===== src/rtl/fetch_ctrl_pkg.sv =====
// fetch_ctrl_pkg: shared state encodings and constants for the fetch stage.
package fetch_ctrl_pkg;

    localparam int INSTR_W = 32;

    localparam logic [INSTR_W-1:0] PC_INC        = 32'd4;
    localparam logic [INSTR_W-1:0] PC_ALIGN_MASK = 32'hFFFF_FFFC;

    typedef enum logic [1:0] {
        S_IDLE     = 2'd0,
        S_FETCH    = 2'd1,
        S_HOLD     = 2'd2,
        S_REDIRECT = 2'd3
    } state_t;

endpackage


===== src/rtl/fetch_perf_cnt.sv =====
// fetch_perf_cnt: wrapping counters of IF/ID loads and redirect cycles.
module fetch_perf_cnt
    import fetch_ctrl_pkg::*;
(
    input  logic               clk,
    input  logic               rst,
    input  logic               i_fetch_inc,
    input  logic               i_flush_inc,
    output logic [INSTR_W-1:0] o_fetch_cnt,
    output logic [INSTR_W-1:0] o_flush_cnt
);

    logic [INSTR_W-1:0] r_fetch_cnt;
    logic [INSTR_W-1:0] r_flush_cnt;

    always_ff @(posedge clk) begin
        if (rst) begin
            r_fetch_cnt <= '0;
            r_flush_cnt <= '0;
        end else begin
            r_fetch_cnt <= i_fetch_inc ? r_fetch_cnt + 1'b1 : r_fetch_cnt;
            r_flush_cnt <= i_flush_inc ? r_flush_cnt + 1'b1 : r_flush_cnt;
        end
    end

    assign o_fetch_cnt = r_fetch_cnt;
    assign o_flush_cnt = r_flush_cnt;

endmodule


===== src/rtl/fetch_ctrl.sv =====
// fetch_ctrl: PC sequencing, IF/ID register and one-entry skid buffer for the fetch stage.
// Optional FETCH_PERF_CNT_EN adds fetch_cnt/flush_cnt performance counters.
module fetch_ctrl
    import fetch_ctrl_pkg::*;
#(
    parameter logic [31:0] RESET_PC = 32'h0000_0000
) (
    input  logic               clk,
    input  logic               rst,
    input  logic               stall,
    input  logic               redirect_valid,
    input  logic [31:0]        redirect_pc,
    output logic               imem_req,
    output logic [31:0]        imem_addr,
    input  logic               imem_ready,
    input  logic [INSTR_W-1:0] imem_rdata,
    output logic               if_valid,
    output logic [31:0]        if_pc,
    output logic [INSTR_W-1:0] if_instr,
    output logic               flush
`ifdef FETCH_PERF_CNT_EN
    ,
    output logic [31:0]        fetch_cnt,
    output logic [31:0]        flush_cnt
`endif
);

    state_t             r_state;
    logic [31:0]        r_pc;
    logic               r_if_valid;
    logic [31:0]        r_if_pc;
    logic [INSTR_W-1:0] r_if_instr;
    logic [31:0]        r_skid_pc;
    logic [INSTR_W-1:0] r_skid_instr;
    logic [31:0]        w_target;
    logic [31:0]        w_pc_next;

    assign w_target  = redirect_pc & PC_ALIGN_MASK;
    assign w_pc_next = r_pc + PC_INC;

    always_ff @(posedge clk) begin
        if (rst) begin
            r_state      <= S_IDLE;
            r_pc         <= RESET_PC;
            r_if_valid   <= 1'b0;
            r_if_pc      <= '0;
            r_if_instr   <= '0;
            r_skid_pc    <= '0;
            r_skid_instr <= '0;
        end else if (redirect_valid) begin
            // redirect outranks stall, memory response and any held word
            r_state      <= S_REDIRECT;
            r_pc         <= w_target;
            r_if_valid   <= 1'b0;
            r_skid_pc    <= '0;
            r_skid_instr <= '0;
        end else begin
            case (r_state)
                S_IDLE:     r_state <= S_FETCH;
                S_REDIRECT: r_state <= S_FETCH;
                S_FETCH: begin
                    if (imem_ready) begin
                        r_pc <= w_pc_next;
                        if (stall) begin
                            r_skid_pc    <= r_pc;
                            r_skid_instr <= imem_rdata;
                            r_state      <= S_HOLD;
                        end else begin
                            r_if_valid <= 1'b1;
                            r_if_pc    <= r_pc;
                            r_if_instr <= imem_rdata;
                        end
                    end else if (!stall) begin
                        r_if_valid <= 1'b0;
                    end
                end
                S_HOLD: begin
                    if (!stall) begin
                        r_if_valid <= 1'b1;
                        r_if_pc    <= r_skid_pc;
                        r_if_instr <= r_skid_instr;
                        r_state    <= S_FETCH;
                    end
                end
                default: r_state <= S_IDLE;
            endcase
        end
    end

    assign imem_req  = (r_state == S_FETCH);
    assign imem_addr = r_pc;
    assign if_valid  = r_if_valid;
    assign if_pc     = r_if_pc;
    assign if_instr  = r_if_instr;
    assign flush     = redirect_valid;

`ifdef FETCH_PERF_CNT_EN
    logic w_if_load;

    assign w_if_load = !redirect_valid && !stall &&
                       ((r_state == S_FETCH && imem_ready) || r_state == S_HOLD);

    fetch_perf_cnt u_perf (
        .clk         (clk),
        .rst         (rst),
        .i_fetch_inc (w_if_load),
        .i_flush_inc (redirect_valid),
        .o_fetch_cnt (fetch_cnt),
        .o_flush_cnt (flush_cnt)
    );
`endif

endmodule


===== config.mk =====
export PLATFORM = sky130hd
export DESIGN_NAME = fetch_ctrl
export DESIGN_NICKNAME = d
export VERILOG_FILES = /design/src/rtl/fetch_ctrl_pkg.sv /design/src/rtl/fetch_perf_cnt.sv /design/src/rtl/fetch_ctrl.sv
export SDC_FILE = /design/constraint.sdc
export NUM_CORES = 1
export LEC_CHECK = 0
export ABC_CLOCK_PERIOD_IN_PS = 2600
export CAP_MARGIN = 20
export CORE_ASPECT_RATIO = 1.1
export CORE_MARGIN = 2
export CORE_UTILIZATION = 39
export DETAILED_ROUTE_END_ITERATION = 8
export PLACE_DENSITY = 0.64
export SLEW_MARGIN = 25
export SYNTH_ARGS = -nofsm -noshare
export SYNTH_HDL_FRONTEND = slang
export SYNTH_SLANG_ARGS = --single-unit

===== constraint.sdc =====
create_clock -name clk -period 2.6 [get_ports clk]
set_clock_uncertainty 0.1 [all_clocks]
set_input_delay 0.52 -clock clk [delete_from_list [all_inputs] [get_ports clk]]
set_output_delay 0.52 -clock clk [all_outputs]
set_load 0.01 [all_outputs]

# Word-level counts from Yosys, hierarchy flattened
# Cells that the tools add are included.
[classes]
n_addsub = 1
multipliers = 0
n_div = 0
magnitude_cmp = 0
n_eq_ne = 10
shift = 0
mux = 20
bitwise = 1
n_reduce_logical = 12
[op_table]
columns = ["cell", "count"]
rows = [
  ["32-bit two-way mux", 9],
  ["32-bit one-hot mux with 2 select lines", 2],
  ["32-bit by 3-bit adder with 32-bit output (second input constant)", 1],
  ["2-bit two-way mux", 4],
  ["3-bit by 2-bit != test with 1-bit output (second input constant)", 2],
  ["3-bit != test (second input constant)", 2],
  ["2-bit one-hot mux with 3 select lines", 1],
  ["2-bit AND reduction", 3],
  ["3-bit AND reduction", 2],
  ["2-bit nonzero test", 3],
  ["5-bit AND reduction", 1],
  ["2-bit equality test (second input constant)", 2],
  ["2-bit != test (second input constant)", 2],
  ["2-bit OR reduction", 2],
  ["1-bit two-way mux", 3],
  ["2-bit by 1-bit equality test with 1-bit output (second input constant)", 1],
  ["2-bit zero test", 1],
  ["2-bit by 1-bit != test with 1-bit output (second input constant)", 1],
  ["1-bit one-hot mux with 2 select lines", 1],
  ["1-bit NOT", 1],
]
[totals]
regBits = 163
latch_bits = 0
ramBits = 0
rom_bits = 0
out_inout_bits = 99
wordCells = 52
mem_count = 0

# Longest topological paths before layout
[depth]
ltp_word = 4
ltp_mapped = 8
depth_no_buf = 6

# Least setup slack after synthesis
# OpenSTA, ideal clock, no wires.
[synth_timing]
kind = "register -> register"
from = "register r_state[1]"
to = "register r_if_instr[27] (netlist: if_instr[27])"
t_arrival_ns = 1.786
required_ns = 2.366
setup_slack_ns = 0.580
path_stages_with_launch = 9
path_buffers = 3
synth_period_minus_slack_ns = 2.020
cell_sequence = "dfxtp_1 inv_1 ha_1 buf_4 o22ai_1 and2_1 clkbuf_1 buf_2 a211oi_1"
[synth_between]
elab_chain_cells = 3
[synth_lines]
columns = ["element", "line_no", "text"]
rows = [
  ["start: declaration", "fetch_ctrl.sv:28", "state_t r_state;"],
  ["start signal: assignment", "fetch_ctrl.sv:43", "r_state <= S_IDLE;"],
  ["start signal: assignment", "fetch_ctrl.sv:52", "r_state <= S_REDIRECT;"],
  ["start signal: assignment", "fetch_ctrl.sv:59", "S_IDLE: r_state <= S_FETCH;"],
  ["2-bit by 1-bit equality test with 1-bit output (*)", "--", ""],
  ["named net imem_req", "fetch_ctrl.sv:13", "output logic imem_req,"],
  ["2-bit by 1-bit != test with 1-bit output (no source line), or another cell as far along", "--", ""],
  ["5-bit AND reduction (no source line)", "--", ""],
  ["end signal: assignment", "fetch_ctrl.sv:71", "r_if_instr <= imem_rdata;"],
  ["end signal: assignment", "fetch_ctrl.sv:81", "r_if_instr <= r_skid_instr;"],
  ["end: declaration", "fetch_ctrl.sv:32", "logic [INSTR_W-1:0] r_if_instr;"],
]
# The timed path passes the listed nets; every way through them passes the cells marked *.
# A chain may end at the register's enable or synchronous reset.

# Final worst setup path
[layout_timing]
from = "register r_state[1]"
to = "output port imem_req"
[layout_between]
elab_chain_cells = 1
[layout_lines]
columns = ["element", "line_no", "text"]
rows = [
  ["2-bit by 1-bit equality test with 1-bit output", "fetch_ctrl.sv:90", "assign imem_req = (r_state == S_FETCH);"],
  ["end: declaration", "fetch_ctrl.sv:13", ""],
]
# Every way passes these cells.

==> impl_metrics.tcl <==
set metrics [dict create \
    htreeDepth 4 \
    firstDrtPassIters 5 \
    initial_core_util_pct 39.4 \
    max_freq_mhz 403 \
    critical_path_class "flip-flop to output pin" \
    die_h_um 144 \
    clk_transition_reported_paths_ps 60 \
    grt_start_max_net_pins 63 \
    critPathLaunchType "flip-flop" \
    finalNetCount 1004 \
    via_count 6275 \
    wl_per_cell_um 16.8 \
    r2r-start "r_state[1]" \
    dpl.hpwl_um 13000 \
    multi_input_area_mm2 0.00341 \
    cp_max_fo 9 \
    period_share_pct 95.3 \
    via_per_inst 5.30 \
    status "completed" \
    final_cell_mix "160 x clkdlybuf4s50_1, 157 x dfxtp_1, 135 x nand2_1" \
    die-width_um 131 \
    p_leak_uw 0.00312 \
    cts-root-buf "clkbuf_16" \
    first_iter_violations 417 \
    drive_gt1_share_pct 9.21 \
    dp_slack_ps 137 \
    nFillCells 1646 \
    final_max_slew_viol_count 0 \
    drv_cap 0 \
    synth_edf_count 0 \
    wirelength_um 19900 \
    mostFrequentLayoutCell "clkdlybuf4s50_1" \
    rr_worst_depth 8 \
    fin_hold_ws_ps 353 \
    routed.top_layer "met4" \
    post_cts_buffers 0 \
    finalHoldViolCount 0 \
    cts_hold_buf 0 \
    pwr_density_cell_mw_per_mm2 684 \
    worstPathArrival_ps 1860 \
    async_reset_ff_share_pct 0 \
    clkLatencyLatePin_ps 420 \
    ant_nets 0 \
    yosysUniqueCellTypes 51 \
    met1Wirelength_um 8850 \
    end_kind "output pin" \
    cts_resized 0 \
    hold_depth 2 \
    tightest_slew_ps 520 \
    synth_seq_cells 157 \
    synth_area_mm2 0.00691 \
    rows 51 \
    gp_congestion 0.775 \
    worst_slack_ps 121 \
    antenna_found_initial 0 \
    grt_overflow 0 \
    area_growth_pct 36.8 \
    critical_path.endpoint "imem_req" \
    ys_dominant_reg_cell "dfxtp_1" \
    worstReg2RegEnd "if_instr[25]" \
    clockBufferDepth 2 \
    ys_warn_count 0 \
    core_mm2 0.0175 \
    grt_pass1_wl_um 31600 \
    grt_pass1_vias 5856 \
    seqCellArea_mm2 0.00314 \
    finalCoreUtilization_pct 53.8 \
    vdd_drop_max_mv 0.451 \
    p_total_uw 6460 \
    worstPathRequired_ps 1980 \
    synth_seq_area_share_pct 45.5 \
    ios 168 \
    rsz0062_at_grt "no" \
    dieArea_mm2 0.0188 \
    synth_cells 799 \
    finalSetupViolations 0 \
    max_slew_margin_pct 65.4 \
    diodes 0 \
    port-buffer-count 161 \
    wl_met3_um 976 \
    numCtsBuffers 17 \
    wl_met2_um 9650 \
    grt_use_total_pct 21.8 \
    fin_setup_tns_ps 0 \
    fin_crit_ps 2480 \
    drc 0 \
    avgSynthCellArea_um2 8.64 \
    cts_tree "yes" \
    crit_start "r_state[1]" \
    min_path_type "flip-flop to flip-flop" \
    r2r_slack_ps 460 \
    cts.sinks 157 \
]
==> worst min path at each step <==
stage	start	endpoint	slack [ps]
after floorplan	r_skid_instr[0]	r_skid_instr[0]	340
after global placement	r_skid_pc[8]	r_skid_pc[8]	340
after detailed placement	r_skid_instr[29]	r_skid_instr[29]	350
after CTS	r_skid_instr[29]	r_skid_instr[29]	350
after global routing	r_skid_instr[23]	r_skid_instr[23]	370
final	r_skid_instr[4]	r_skid_instr[4]	350
==> synthesized netlist by cell type, drive strengths merged, types with 10 or more instances <==
cell	instances	area (um2)
nor2	31	116
buf	28	161
a311oi	10	87.6
inv	11	41.3
nand4	12	96.3
clkbuf	54	203
a211oi	75	563
nand2	136	518
dfxtp	157	3140
mux2i	62	621
a21oi	129	646
nand3	14	80.1
==> through the flow <==
step / area (um2) / cells
2_1_floorplan: 6920 / 802
3_3_place_gp: 8790 / 1151
3_5_place_dp: 8790 / 1151
4_1_cts: 9450 / 1183
5_1_grt: 9450 / 1183
6_report: 9450 / 1183
==> worst max-delay path, stage by stage (launching register included) <==
cell and delay, ps:
dfxtp_1 330, inv_1 90, ha_1 230, buf_4 200, clkdlybuf4s50_1 580
==> metal layers <==
| metal | GRT usage (%) | vias up |
|---|---|---|
| met1 | 28.5 | 2968 |
| met3 | 4.50 | 27 |
| met5 | 0 | - |
| li1 | - | 3124 |
| met4 | 7.84 | 0 |
| met2 | 35.5 | 156 |
==> cells by family after synthesis <==
logic type,synth area share [%]
AOI/OAI and AO/OA,22.2
and+or+nand+nor,15.1
xor gates and xnor gates,1.65
DFF,45.5
muxes,8.99
adders and majority gates,0.544
buffers and inverters,5.92
other,0.0543
==> power breakdown <==
part / internal [uW] / total [uW] / leakage [uW] / switching (uW)
Sequential: 2550 / 2660 / 0.00128 / 117
Combinational: 535 / 1060 / 0.00153 / 524
Clock: 1730 / 2730 / 0.000309 / 1000
==> final cells by class <==
type | count | share of cell area, %
multi-input combinational | 551 | 36.1
timing repair buffer | 193 | 20.1
tap | 238 | 3.15
inverter | 12 | 0.477
sequential | 157 | 33.3
clock buffer | 18 | 4.65
clock inverter | 14 | 2.29
==> sequential cells by signal, summed over array words and instances (netlist names) <==
signal        flops
r_state           2
r_skid_instr     32
if_valid          1
if_instr         32
imem_addr        30
r_skid_pc        30
if_pc            30
Power figures use the tool's default switching activity.
